<file path="src/rtl/mem_port_arbiter_if.sv">
// rtl/mem_port_arbiter_if.sv - Requester, memory and stall signals of the unified memory port arbiter
//
// Signals:
//   i_cmd/i_addr            fetch request        i_done/i_rdata     fetch completion
//   d_cmd/d_addr/d_wdata    data request         d_done/d_rdata     data completion
//   mem_cmd/mem_addr/mem_wdata  memory command   mem_ack/mem_rdata  memory response
//   if_stall/mem_stall      pipeline stall indications
// Modports:
//   slave  - the arbiter
//   master - the environment (requesters and memory)

interface mem_port_arbiter_if #(
    parameter int ADDR_W = 32,
    parameter int DATA_W = 32
);
    logic [1:0]        i_cmd;
    logic [ADDR_W-1:0] i_addr;
    logic              i_done;
    logic [DATA_W-1:0] i_rdata;

    logic [1:0]        d_cmd;
    logic [ADDR_W-1:0] d_addr;
    logic [DATA_W-1:0] d_wdata;
    logic              d_done;
    logic [DATA_W-1:0] d_rdata;

    logic [1:0]        mem_cmd;
    logic [ADDR_W-1:0] mem_addr;
    logic [DATA_W-1:0] mem_wdata;
    logic              mem_ack;
    logic [DATA_W-1:0] mem_rdata;

    logic              if_stall;
    logic              mem_stall;

    modport slave (
        input  i_cmd, i_addr, d_cmd, d_addr, d_wdata, mem_ack, mem_rdata,
        output i_done, i_rdata, d_done, d_rdata, mem_cmd, mem_addr, mem_wdata,
               if_stall, mem_stall
    );

    modport master (
        output i_cmd, i_addr, d_cmd, d_addr, d_wdata, mem_ack, mem_rdata,
        input  i_done, i_rdata, d_done, d_rdata, mem_cmd, mem_addr, mem_wdata,
               if_stall, mem_stall
    );
endinterface

</file>
<file path="src/rtl/mem_port_arbiter.sv">
// rtl/mem_port_arbiter.sv - Shares one memory port between instruction fetch and data access
//
// Ports:
//   clk                 system clock
//   rst                 asynchronous active-low reset
//   bus (slave)         fetch/data requests, memory command/response, stalls
//   perf_conflict_cnt   IDLE cycles with both requesters pending (MEM_PORT_ARB_PERF_EN only)
//   perf_i_wait_cnt     cycles with if_stall high (MEM_PORT_ARB_PERF_EN only)
// Optional feature macro: MEM_PORT_ARB_PERF_EN
//
// Data requests win over fetches, but after MAX_D_STREAK consecutive data
// grants made while a fetch was waiting, the fetch is granted next.

module mem_port_arbiter #(
    parameter int MAX_D_STREAK = 4,
    parameter int ADDR_W       = 32,
    parameter int DATA_W       = 32
) (
    input  logic              clk,
    input  logic              rst,
    mem_port_arbiter_if.slave bus
`ifdef MEM_PORT_ARB_PERF_EN
    ,
    output logic [31:0]       perf_conflict_cnt,
    output logic [31:0]       perf_i_wait_cnt
`endif
);
    localparam logic [1:0] CMD_NONE  = 2'h0;
    localparam logic [1:0] CMD_LOAD  = 2'h1;
    localparam logic [1:0] CMD_STORE = 2'h2;
    localparam logic [3:0] STREAK_MAX = 4'(MAX_D_STREAK);

    typedef enum logic [1:0] {
        IDLE,
        GNT_I,
        GNT_D
    } state_t;

    state_t            state;
    state_t            state_next;
    logic              grant_i;
    logic              grant_d;
    logic [1:0]        cmd_q;
    logic [ADDR_W-1:0] addr_q;
    logic [DATA_W-1:0] wdata_q;
    logic [3:0]        d_streak;

    logic i_pend;
    logic d_pend;

    // Any non-zero fetch command is a load; 2'h3 on the data side is not a request.
    assign i_pend = (bus.i_cmd != CMD_NONE);
    assign d_pend = (bus.d_cmd == CMD_LOAD) || (bus.d_cmd == CMD_STORE);

    always_comb begin
        state_next = state;
        grant_i    = 1'b0;
        grant_d    = 1'b0;
        case (state)
            IDLE: begin
                if (d_pend && (!i_pend || (d_streak < STREAK_MAX))) begin
                    grant_d    = 1'b1;
                    state_next = GNT_D;
                end else if (i_pend) begin
                    grant_i    = 1'b1;
                    state_next = GNT_I;
                end
            end
            GNT_I, GNT_D: begin
                if (bus.mem_ack) begin
                    state_next = IDLE;
                end
            end
            default: state_next = IDLE;
        endcase
    end

    always_ff @(posedge clk or negedge rst) begin
        if (!rst) begin
            state    <= IDLE;
            cmd_q    <= CMD_NONE;
            addr_q   <= '0;
            wdata_q  <= '0;
            d_streak <= 4'd0;
        end else begin
            state <= state_next;
            if (grant_i) begin
                cmd_q    <= CMD_LOAD;
                addr_q   <= bus.i_addr;
                wdata_q  <= '0;
                d_streak <= 4'd0;
            end else if (grant_d) begin
                cmd_q   <= bus.d_cmd;
                addr_q  <= bus.d_addr;
                wdata_q <= bus.d_wdata;
                // Only grants that overtook a waiting fetch count toward the streak.
                if (i_pend) begin
                    if (d_streak != 4'hF) begin
                        d_streak <= d_streak + 4'd1;
                    end
                end else begin
                    d_streak <= 4'd0;
                end
            end else if ((state != IDLE) && bus.mem_ack) begin
                cmd_q <= CMD_NONE;
            end
        end
    end

    assign bus.mem_cmd   = cmd_q;
    assign bus.mem_addr  = addr_q;
    assign bus.mem_wdata = wdata_q;

    // Completion is reported in the ack cycle itself; an ack seen in IDLE is dropped.
    assign bus.i_done    = bus.mem_ack && (state == GNT_I);
    assign bus.d_done    = bus.mem_ack && (state == GNT_D);
    assign bus.i_rdata   = bus.mem_rdata;
    assign bus.d_rdata   = bus.mem_rdata;

    assign bus.if_stall  = i_pend && !bus.i_done;
    assign bus.mem_stall = d_pend && !bus.d_done;

`ifdef MEM_PORT_ARB_PERF_EN
    always_ff @(posedge clk or negedge rst) begin
        if (!rst) begin
            perf_conflict_cnt <= 32'd0;
            perf_i_wait_cnt   <= 32'd0;
        end else begin
            if ((state == IDLE) && i_pend && d_pend) begin
                perf_conflict_cnt <= perf_conflict_cnt + 32'd1;
            end
            if (bus.if_stall) begin
                perf_i_wait_cnt <= perf_i_wait_cnt + 32'd1;
            end
        end
    end
`else
    // Performance counters are not built.
`endif

endmodule

</file>
<file path="src/flat_wrapper.sv">
// flat-port wrapper written by rule: the top's interface ports become plain ports
module mem_port_arbiter_flat 
#(
    parameter int MAX_D_STREAK = 4,
    parameter int ADDR_W       = 32,
    parameter int DATA_W       = 32
)
  (clk, rst, bus_i_cmd, bus_i_addr, bus_d_cmd, bus_d_addr, bus_d_wdata, bus_mem_ack, bus_mem_rdata, bus_i_done, bus_i_rdata, bus_d_done, bus_d_rdata, bus_mem_cmd, bus_mem_addr, bus_mem_wdata, bus_if_stall, bus_mem_stall);
  mem_port_arbiter_if #(.ADDR_W(ADDR_W), .DATA_W(DATA_W)) bus_i ();
  input  logic clk;
  input  logic rst;
  input wire logic [$bits(bus_i.i_cmd)-1:0] bus_i_cmd;
  input wire logic [$bits(bus_i.i_addr)-1:0] bus_i_addr;
  input wire logic [$bits(bus_i.d_cmd)-1:0] bus_d_cmd;
  input wire logic [$bits(bus_i.d_addr)-1:0] bus_d_addr;
  input wire logic [$bits(bus_i.d_wdata)-1:0] bus_d_wdata;
  input wire logic [$bits(bus_i.mem_ack)-1:0] bus_mem_ack;
  input wire logic [$bits(bus_i.mem_rdata)-1:0] bus_mem_rdata;
  output wire logic [$bits(bus_i.i_done)-1:0] bus_i_done;
  output wire logic [$bits(bus_i.i_rdata)-1:0] bus_i_rdata;
  output wire logic [$bits(bus_i.d_done)-1:0] bus_d_done;
  output wire logic [$bits(bus_i.d_rdata)-1:0] bus_d_rdata;
  output wire logic [$bits(bus_i.mem_cmd)-1:0] bus_mem_cmd;
  output wire logic [$bits(bus_i.mem_addr)-1:0] bus_mem_addr;
  output wire logic [$bits(bus_i.mem_wdata)-1:0] bus_mem_wdata;
  output wire logic [$bits(bus_i.if_stall)-1:0] bus_if_stall;
  output wire logic [$bits(bus_i.mem_stall)-1:0] bus_mem_stall;
  assign bus_i.i_cmd = bus_i_cmd;
  assign bus_i.i_addr = bus_i_addr;
  assign bus_i.d_cmd = bus_d_cmd;
  assign bus_i.d_addr = bus_d_addr;
  assign bus_i.d_wdata = bus_d_wdata;
  assign bus_i.mem_ack = bus_mem_ack;
  assign bus_i.mem_rdata = bus_mem_rdata;
  assign bus_i_done = bus_i.i_done;
  assign bus_i_rdata = bus_i.i_rdata;
  assign bus_d_done = bus_i.d_done;
  assign bus_d_rdata = bus_i.d_rdata;
  assign bus_mem_cmd = bus_i.mem_cmd;
  assign bus_mem_addr = bus_i.mem_addr;
  assign bus_mem_wdata = bus_i.mem_wdata;
  assign bus_if_stall = bus_i.if_stall;
  assign bus_mem_stall = bus_i.mem_stall;
  mem_port_arbiter #(.MAX_D_STREAK(MAX_D_STREAK), .ADDR_W(ADDR_W), .DATA_W(DATA_W)) u_core (.clk(clk), .rst(rst), .bus(bus_i));
endmodule
</file>
<file path="config.mk">
export PLATFORM = sky130hd
export DESIGN_NAME = mem_port_arbiter_flat
export DESIGN_NICKNAME = d
export VERILOG_FILES = /design/src/rtl/mem_port_arbiter_if.sv /design/src/rtl/mem_port_arbiter.sv /design/src/flat_wrapper.sv
export SDC_FILE = /design/constraint.sdc
export NUM_CORES = 1
export LEC_CHECK = 0
export BUFFER_PORTS_ARGS = -buffer_cell sky130_fd_sc_hd__buf_2
export CAP_MARGIN = 20
export CORE_AREA = 2 2 105 107
export DETAILED_ROUTE_END_ITERATION = 6
export DIE_AREA = 0 0 107 109
export PLACE_DENSITY = 0.87
export SYNTH_ARGS = -nofsm -noshare
export SYNTH_HDL_FRONTEND = slang
export SYNTH_SLANG_ARGS = --single-unit
</file>
<file path="constraint.sdc">
create_clock -name clk -period 1.49 [get_ports clk]
set_input_delay 0.0745 -clock clk [delete_from_list [all_inputs] [get_ports clk]]
set_output_delay 0.0745 -clock clk [all_outputs]
set_load 0.01 [all_outputs]
</file>
==> results of run 1 <==
cells in the final DEF, fill, tap and decap left out, types with 3 or more instances in the layout:
cell / count
inv_1: 33
buf_2: 171
a22o_1: 35
dlygate4sd3_1: 33
clkbuf_16: 6
buf_12: 10
nor4_1: 9
clkbuf_8: 9
buf_6: 10
a221oi_2: 29
dfrtp_1: 72
nor4_2: 18
nor4_4: 5
clkbuf_1: 4
nor2_1: 33
buf_4: 12
inv_2: 3
o21ai_4: 3
a21oi_1: 4
layer usage:
layer	vias to the layer above	share of wire (%)	GRT usage, %
met4	4	1.7	7.98
met3	24	7.5	5.50
li1	1573	-	-
met1	1663	37	21.2
met2	172	53	35.7
met5	-	0.18	0
worst paths after layout:
kind,startpoint,to,slack [ns],cells after the start
setup / recovery,u_core.state[0],u_core.bus.mem_wdata[31],-0.01,6
hold / removal,bus_i_addr[10],u_core.bus.mem_addr[10],0.05,3
setup reg to reg,u_core.state[0],u_core.bus.mem_wdata[31],-0.01,6
hold reg to reg,u_core.bus.mem_wdata[26],u_core.bus.mem_wdata[26],0.50,1
max in group asynchronous,rst,u_core.bus.mem_addr[5],0.71,3
min in group asynchronous,rst,u_core.bus.mem_wdata[30],0.23,2
area by class of cell:
class                      instances  area, um^2
fill                             877        4930
sequential                        72        1800
timing repair buffer             243        1750
multi-input combinational        165        1630
tap                              140         175
clock buffer                      13         139
inverter                          36         135
clock inverter                     1        30.0
cells by family after synthesis:
logic type               after synthesis  share of synthesized area (%)
buffers and inverters                129                           20.3
AND/OR/NAND/NOR                       78                           10.2
XOR/XNOR                               2                          0.446
AO/OA/AOI/OAI                         80                           21.9
adder cells (fa/ha/maj)                4                           1.27
flip-flops                            72                           45.9
stage by stage:
step	cell area (um^2)	instances	hold slack, ns	TNS [ns]
after floorplan	3930	365	-0.221	-0.916
after global placement	4610	608	0.0307	0
after detailed placement	4610	608	0.0398	-0.591
after CTS	5180	655	0.0308	-0.00840
after global routing	5670	670	0.0337	-1.89
final	5670	670	0.0458	-0.0255
registers in the layout (all words and copies together), names as in the netlist:
register	cells
u_core.bus.mem_cmd	2
u_core.bus.mem_addr	32
u_core.state	2
u_core.bus.mem_wdata	32
u_core.d_streak	4
synthesized netlist by cell type, types with 2 or more instances:
cell | count | area, um^2
dfrtp_1 | 72 | 1800
buf_4 | 64 | 480
nor2_1 | 36 | 135
a22o_1 | 35 | 307
inv_1 | 35 | 131
nor4_1 | 32 | 200
a221oi_2 | 30 | 450
clkbuf_1 | 12 | 45.0
buf_2 | 9 | 45.0
buf_6 | 8 | 90.1
a21oi_1 | 4 | 20.0
ha_1 | 4 | 50.1
and2_1 | 3 | 18.8
a221oi_1 | 2 | 17.5
a32o_1 | 2 | 20.0
o21ai_0 | 2 | 10.0
or2_1 | 2 | 12.5
worst register-to-register path, cell delays in order (launching register included):
cell       delay (ns)
dfrtp_1          0.40
inv_2            0.09
ha_4             0.15
buf_8            0.12
o21ai_4          0.14
clkbuf_16        0.24
a22o_1           0.25
timing repair:
| item | in CTS | in global routing |
|---|---|---|
| hold endpoints to repair | 62 | 0 |
| pin swaps | 3 | 9 |
| cloned | 0 | 9 |
| gates resized for setup | 15 | 42 |
| setup buffers | 0 | 6 |
| endpoints found under the setup margin | 27 | 70 |
| hold buffers | 33 | 0 |
where the power goes:
group	total (mW)	internal (mW)	switching, mW
Sequential	3.34	2.86	0.476
Clock	1.42	0.759	0.662
Combinational	6.39	3.12	3.26
==> out/metrics.yaml, run 1 <==
status: "finished with violations"
violations: "negative setup slack"
p_per_area_nw_per_um2: 1970
tritoncts: "built"
grt_use_total_pct: 19.5
async_reset_ff_share_pct: 100
synth_seq_cells: 72
timing.critical_path.cells: "inv_2, ha_4, buf_8, o21ai_4, clkbuf_16, a22o_1"
postSynthAreaPerCell_um2: 10.8
cp_max_fo: 8
required_ns: 1.71
ys.flop_type: "dfrtp_1"
numCtsBuffers: 9
finalWirelength_um: 13000
gp_congestion: 0.742
cts-root-buf: "clkbuf_8"
ant_nets: 0
dr.pass1.iters: 4
post_drt_wl_per_cell_um: 19.4
final_nets: 666
syn_to_final_growth_pct: 44.3
peakVddDrop_mv: 0.869
ys_types: 30
worstPathArrival_ns: 1.72
die-height_um: 109
ys_seq_area_share_pct: 45.9
rows: 38
relSlewSlack_pct: 60.6
dieArea_um2: 11700
drive_above_1_share_pct: 54.9
ys.warnings.count: 0
drcViolationCount: 0
max_freq_mhz: 665
fin_crit_ns: 1.50
period_share_pct: 101
slew_violations: 0
cts.sink_count: 72
drt_iter0_drc: 225
max_cap_viol_count: 0
io_pins: 269
critical-path-top-delay-family: "buffers and inverters"
diodes: 0
fin_ws_ns: -0.0131
hold_violations: 0
ctsHtreeMaxLevel: 3
hpwl_um: 8570
antenna_found_initial: 2
setup_viol: 4
startpoint_type: "flop"
max_stage_delay_ns: 0.40
worst_slew_pin_slew_ns: 0.589
die_x_um: 107
dp_slack_ns: -0.0712
synth_area_um2: 3930
path_buf_inv: 3
path_clk_slew_ns: 0.07
finalPower_mw: 11.2
synth_nets: 504
grt_max_degree: 43
grt_pass1_wl_um: 17300
worstSetupPathType: "flop to flop"
via_count: 3436
hp-class: "input port to flop"
grt_setup_unrepaired: "yes"
final_core_util_pct: 53.5
core_um2: 10600
netlist_instances: 365
power.leakage_nw: 2.75
grt_pass1_vias: 3358
start_util_pct: 37.0
synth_edf_count: 0
slowest_stage: "dfrtp_1"
fin_skew_ns: 0.00757
clk_path_buf_depth: 2
port_buffers: 172
clk_latency_ns: 0.34
worst_setup_path_end_kind: "flop"
gr-total-overflow: 0
vias_per_cell: 5.13
Power figures use the tool's default switching activity.
==> inputs of run 2 (changes only) <==
Settings changed: BUFFER_PORTS_ARGS -buffer_cell sky130_fd_sc_hd__buf_2 to -buffer_cell sky130_fd_sc_hd__buf_4.
==> out/metrics.yaml, run 2 (same netlist as run 1, synthesis figures left out) <==
gr-total-overflow: 0  # unchanged
worstSetupPathType: "flop to flop"
fin_ws_ns: -0.0181  # -0.00494 ns
finalPower_mw: 11.8  # +5.9%
final_common_cell: "buf_4"
path_clk_slew_ns: 0.08  # about the same
worst_setup_path_end_kind: "flop"
cts.sink_count: 72  # unchanged
post_drt_wl_per_cell_um: 19.5  # about the same
layout_common_cells: "buf_4, dfrtp_1, a22o_1"
gp_congestion: 0.775  # +4.4%
power.leakage_nw: 2.88  # +4.4%
grt_pass1_vias: 3589  # +6.9%
peakVddDrop_mv: 1.11  # +27%
drcViolationCount: 0  # unchanged
ctsHtreeMaxLevel: 3  # unchanged
rows: 38  # unchanged
final_core_util_pct: 56.3  # +2.8 points
drive_above_1_share_pct: 53.6  # -1.3 points
diodes: 0  # unchanged
finalWirelength_um: 13000  # -0.51%
max_cap_viol_count: 0  # unchanged
cp_max_fo: 20  # +12
startpoint_type: "flop"
clk_latency_ns: 0.34  # about the same
setup_viol: 5  # +1
relSlewSlack_pct: 69.4  # +8.7 points
dr.pass1.iters: 4  # unchanged
via_count: 3462  # +0.76%
syn_to_final_growth_pct: 51.9
finalHoldWorstSlack_ns: 0.0558  # +0.0100 ns
core_um2: 10600  # unchanged
ant_nets: 0  # unchanged
grt_use_total_pct: 20.4  # +0.89 points
dieArea_um2: 11700  # unchanged
drt_iter0_drc: 211  # -6.2%
hold_violations: 0  # unchanged
grt_max_degree: 43  # unchanged
slew_violations: 0  # unchanged
fin_skew_ns: 0.00558  # -0.00199 ns
dp_slack_ns: -0.130  # -0.0593 ns
start_util_pct: 37.0  # unchanged
final_nets: 661  # -0.75%
tritoncts: "built"
antenna_found_initial: 0  # -2
violations: "negative setup slack"
hpwl_um: 8660  # +1.1%
die_x_um: 107  # unchanged
port_buffers: 172  # unchanged
worst_slew_pin_slew_ns: 0.458  # -0.131 ns
required_ns: 1.70  # about the same
clk_path_buf_depth: 2  # unchanged
hp-class: "input port to flop"
numCtsBuffers: 9  # unchanged
worstPathArrival_ns: 1.72  # about the same
die-height_um: 109  # unchanged
grt_setup_unrepaired: "yes"
status: "finished with violations"
max_freq_mhz: 663  # -0.33%
vias_per_cell: 5.20  # +1.4%
io_pins: 269  # unchanged
fin_crit_ns: 1.51  # +0.00494 ns
grt_pass1_wl_um: 18100  # +4.4%
p_per_area_nw_per_um2: 1980  # +0.61%
cts-root-buf: "clkbuf_8"
period_share_pct: 101  # +0.33 points
-- run 2: per-layer routing --
layer | part of all wire, % | wire, um | global-route usage [%]
met1 | 37 | 4750 | 20.5
met2 | 54 | 7040 | 38.7
met3 | 7.0 | 903 | 6.87
met4 | 2.1 | 269 | 7.98
met5 | 0 | 0 | 0
-- run 2: power by group --
part / switching [mW] / internal (mW)
logic: 3.11 / 3.46
registers: 0.549 / 2.86
clock network: 0.725 / 1.10
-- run 2: what timing repair did --
item | 4_1_cts | 5_1_grt
hold buffers | 33 | 0
endpoints found under the hold margin | 62 | 0
buffers inserted | 1 | 3
pin swaps | 6 | 19
resized for setup | 19 | 30
gates cloned | 2 | 4
setup endpoints to repair | 67 | 70
-- run 2: worst max-delay path, cell delays in order, from the launching register on --
cell,delay [ns]
dfrtp_1,0.41
inv_2,0.09
ha_4,0.14
inv_2,0.09
buf_12,0.18
nor4_1,0.39
a221oi_2,0.06
-- run 2: path summary, 6_finish.rpt --
| check | from | to | slack [ns] | cells after the start |
|---|---|---|---|---|
| worst max register to register | u_core.state[0] | u_core.bus.mem_addr[13] | -0.02 | 6 |
| worst min register to register | u_core.bus.mem_wdata[17] | u_core.bus.mem_wdata[17] | 0.51 | 1 |
| worst max-delay path | u_core.state[0] | u_core.bus.mem_addr[13] | -0.02 | 6 |
| min in group asynchronous | rst | u_core.bus.mem_wdata[25] | 0.21 | 2 |
| max in group asynchronous | rst | u_core.bus.mem_wdata[0] | 0.72 | 3 |
| worst min-delay path | bus_d_addr[24] | u_core.bus.mem_addr[24] | 0.06 | 3 |
-- run 2: area by class of cell --
cell class	instances	area, um^2
Inverter	36	135
Tap cell	140	175
Sequential cell	72	1800
Multi-Input combinational cell	165	1530
Clock buffer	9	124
Timing Repair Buffer	238	2100
Fill cell	884	4640
Clock inverter	6	109
-- run 2: stage by stage --
| stage | setup TNS, ns | cell area, um^2 | std cells |
|---|---|---|---|
| after floorplan | -0.916 | 3930 | 365 |
| after global placement | -0.0750 | 5040 | 608 |
| after detailed placement | -1.11 | 5040 | 608 |
| after CTS | -0.0428 | 5730 | 659 |
| after global routing | -1.20 | 5970 | 666 |
| final | -0.0317 | 5970 | 666 |
==> inputs of run 3 (changes only) <==
Settings changed: CORE_AREA 2 2 105 107 to 2 2 103 105, DIE_AREA 0 0 107 109 to 0 0 105 107.
Clock period 1.49 ns to 1.5 ns, I/O delays scaled along.
==> out/metrics.yaml, run 3 (same netlist as run 1, synthesis figures left out) <==
hp-class: "input port to flop"
io_pins: 269  # unchanged
grt_pass1_vias: 3558  # -0.86%
via_count: 3358  # -3.0%
core_um2: 10100  # -4.8%
hpwl_um: 8550  # -1.3%
cp_max_fo: 22  # +10%
dieArea_um2: 11200  # -3.7%
dr.pass1.iters: 4  # unchanged
grt_setup_unrepaired: "yes"
max_freq_mhz: 659  # -0.68%
final_nets: 657  # -0.61%
numCtsBuffers: 9  # unchanged
die-height_um: 107  # -1.8%
grt_use_total_pct: 20.7  # +0.35 points
peakVddDrop_mv: 0.755  # -32%
tritoncts: "built"
worst_slew_pin_slew_ns: 0.502  # +0.0444 ns
finalHoldWorstSlack_ns: 0.0633  # +0.00748 ns
instances_no_fill: 657  # -1.4%
cts.sink_count: 72  # unchanged
fin_tns_setup_ns: -0.0184  # +0.0133 ns
finalPower_mw: 11.3  # -4.6%
die_x_um: 105  # -1.9%
drt_iter0_drc: 150  # -29%
post_drt_wl_per_cell_um: 18.9  # -3.1%
port_buffers: 172  # unchanged
fin_skew_ns: 0.00966  # +0.00408 ns
final_common_cell: "buf_4"
layout_common_cells: "buf_4, dfrtp_1, a22o_1"
gr-total-overflow: 0  # unchanged
period_share_pct: 101  # about the same
path_clk_slew_ns: 0.08  # about the same
setup_viol: 1  # -4
antenna_found_initial: 0  # unchanged
diodes: 0  # unchanged
worstPathArrival_ns: 1.73  # about the same
ctsHtreeMaxLevel: 3  # unchanged
finalWirelength_um: 12400  # -4.4%
required_ns: 1.71  # about the same
violations: "negative setup slack"
startpoint_type: "flop"
fin_ws_ns: -0.0184  # -0.000363 ns
fin_crit_ns: 1.52  # +0.0104 ns
start_util_pct: 38.9  # +1.9 points
clk_latency_ns: 0.34  # about the same
cts-root-buf: "clkbuf_8"
status: "finished with violations"
max_cap_viol_count: 0  # unchanged
power.leakage_nw: 2.83  # -1.7%
p_per_area_nw_per_um2: 1890  # -4.4%
ant_nets: 0  # unchanged
worstSetupPathType: "flop to flop"
syn_to_final_growth_pct: 51.5
dpl.cell_count: 606  # -0.33%
drcViolationCount: 0  # unchanged
dp_slack_ns: -0.0293  # +0.101 ns
grt_max_degree: 38  # -12%
clk_path_buf_depth: 2  # unchanged
drive_above_1_share_pct: 54.9  # +1.3 points
vias_per_cell: 5.11  # -1.7%
grt_pass1_wl_um: 18200  # +0.50%
gp_congestion: 0.825  # +6.4%
slew_violations: 0  # unchanged
rows: 37  # -2.6%
hold_violations: 0  # unchanged
worst_setup_path_end_kind: "flop"
relSlewSlack_pct: 66.5  # -2.8 points
-- run 3: changes by cell type in the layout (fill, tap and decap cells not counted), sizes merged --
cell	change
bufinv	-2
clkinv	-2
buf	-1
clkinvlp	+1
o21ai	-1
-- run 3: path summary, 6_finish.rpt --
check,cells past startpoint,endpoint,slack (ns),start
min in group asynchronous,2,u_core.bus.mem_wdata[14],0.25,rst
worst max register to register,6,u_core.bus.mem_addr[19],-0.02,u_core.state[0]
worst min-delay path,3,u_core.bus.mem_addr[23],0.06,bus_i_addr[23]
worst min register to register,1,u_core.bus.mem_wdata[12],0.51,u_core.bus.mem_wdata[12]
max in group asynchronous,3,u_core.bus.mem_wdata[17],0.68,rst
worst max-delay path,6,u_core.bus.mem_addr[19],-0.02,u_core.state[0]
-- run 3: layer usage --
layer / vias up / global-route usage, % / share of wire (%)
li1: 1543 / - / -
met1: 1612 / 21.8 / 36
met2: 180 / 38.7 / 55
met3: 23 / 5.71 / 7.0
met4: 0 / 8.67 / 2.7
met5: - / 0 / 0
-- run 3: cell type report --
cell class / instances / area, um^2
Fill cell: 842 / 4140
Tap cell: 136 / 170
Inverter: 36 / 135
Timing Repair Buffer: 235 / 2020
Clock inverter: 3 / 42.5
Sequential cell: 72 / 1800
Multi-Input combinational cell: 164 / 1640
Clock buffer: 11 / 151
-- run 3: where the power goes --
group / switching, mW / internal (mW) / total (mW)
combinational: 3.06 / 3.29 / 6.35
clock: 0.685 / 0.838 / 1.52
sequential: 0.544 / 2.85 / 3.39
-- run 3: per-stage QoR --
stage,area [um^2],utilization [%]
after floorplan,3930,-
after global placement,5020,49.8
after detailed placement,5020,49.8
after CTS,5580,55.2
after global routing,5950,59.0
final,5950,59.0
-- run 3: repair_timing --
item | CTS | global route
setup buffers | 0 | 2
hold buffers | 33 | 0
gates resized for setup | 8 | 54
pin swaps | 2 | 27
gates cloned | 0 | 2
hold endpoints to repair | 68 | 0
setup endpoints to repair | 46 | 70
-- run 3: critical path: stages (launching register included) --
cell and delay [ns]:
dfrtp_1 0.39, inv_2 0.09, ha_4 0.17, inv_2 0.08, buf_12 0.17, nor4_1 0.42, a221oi_2 0.06
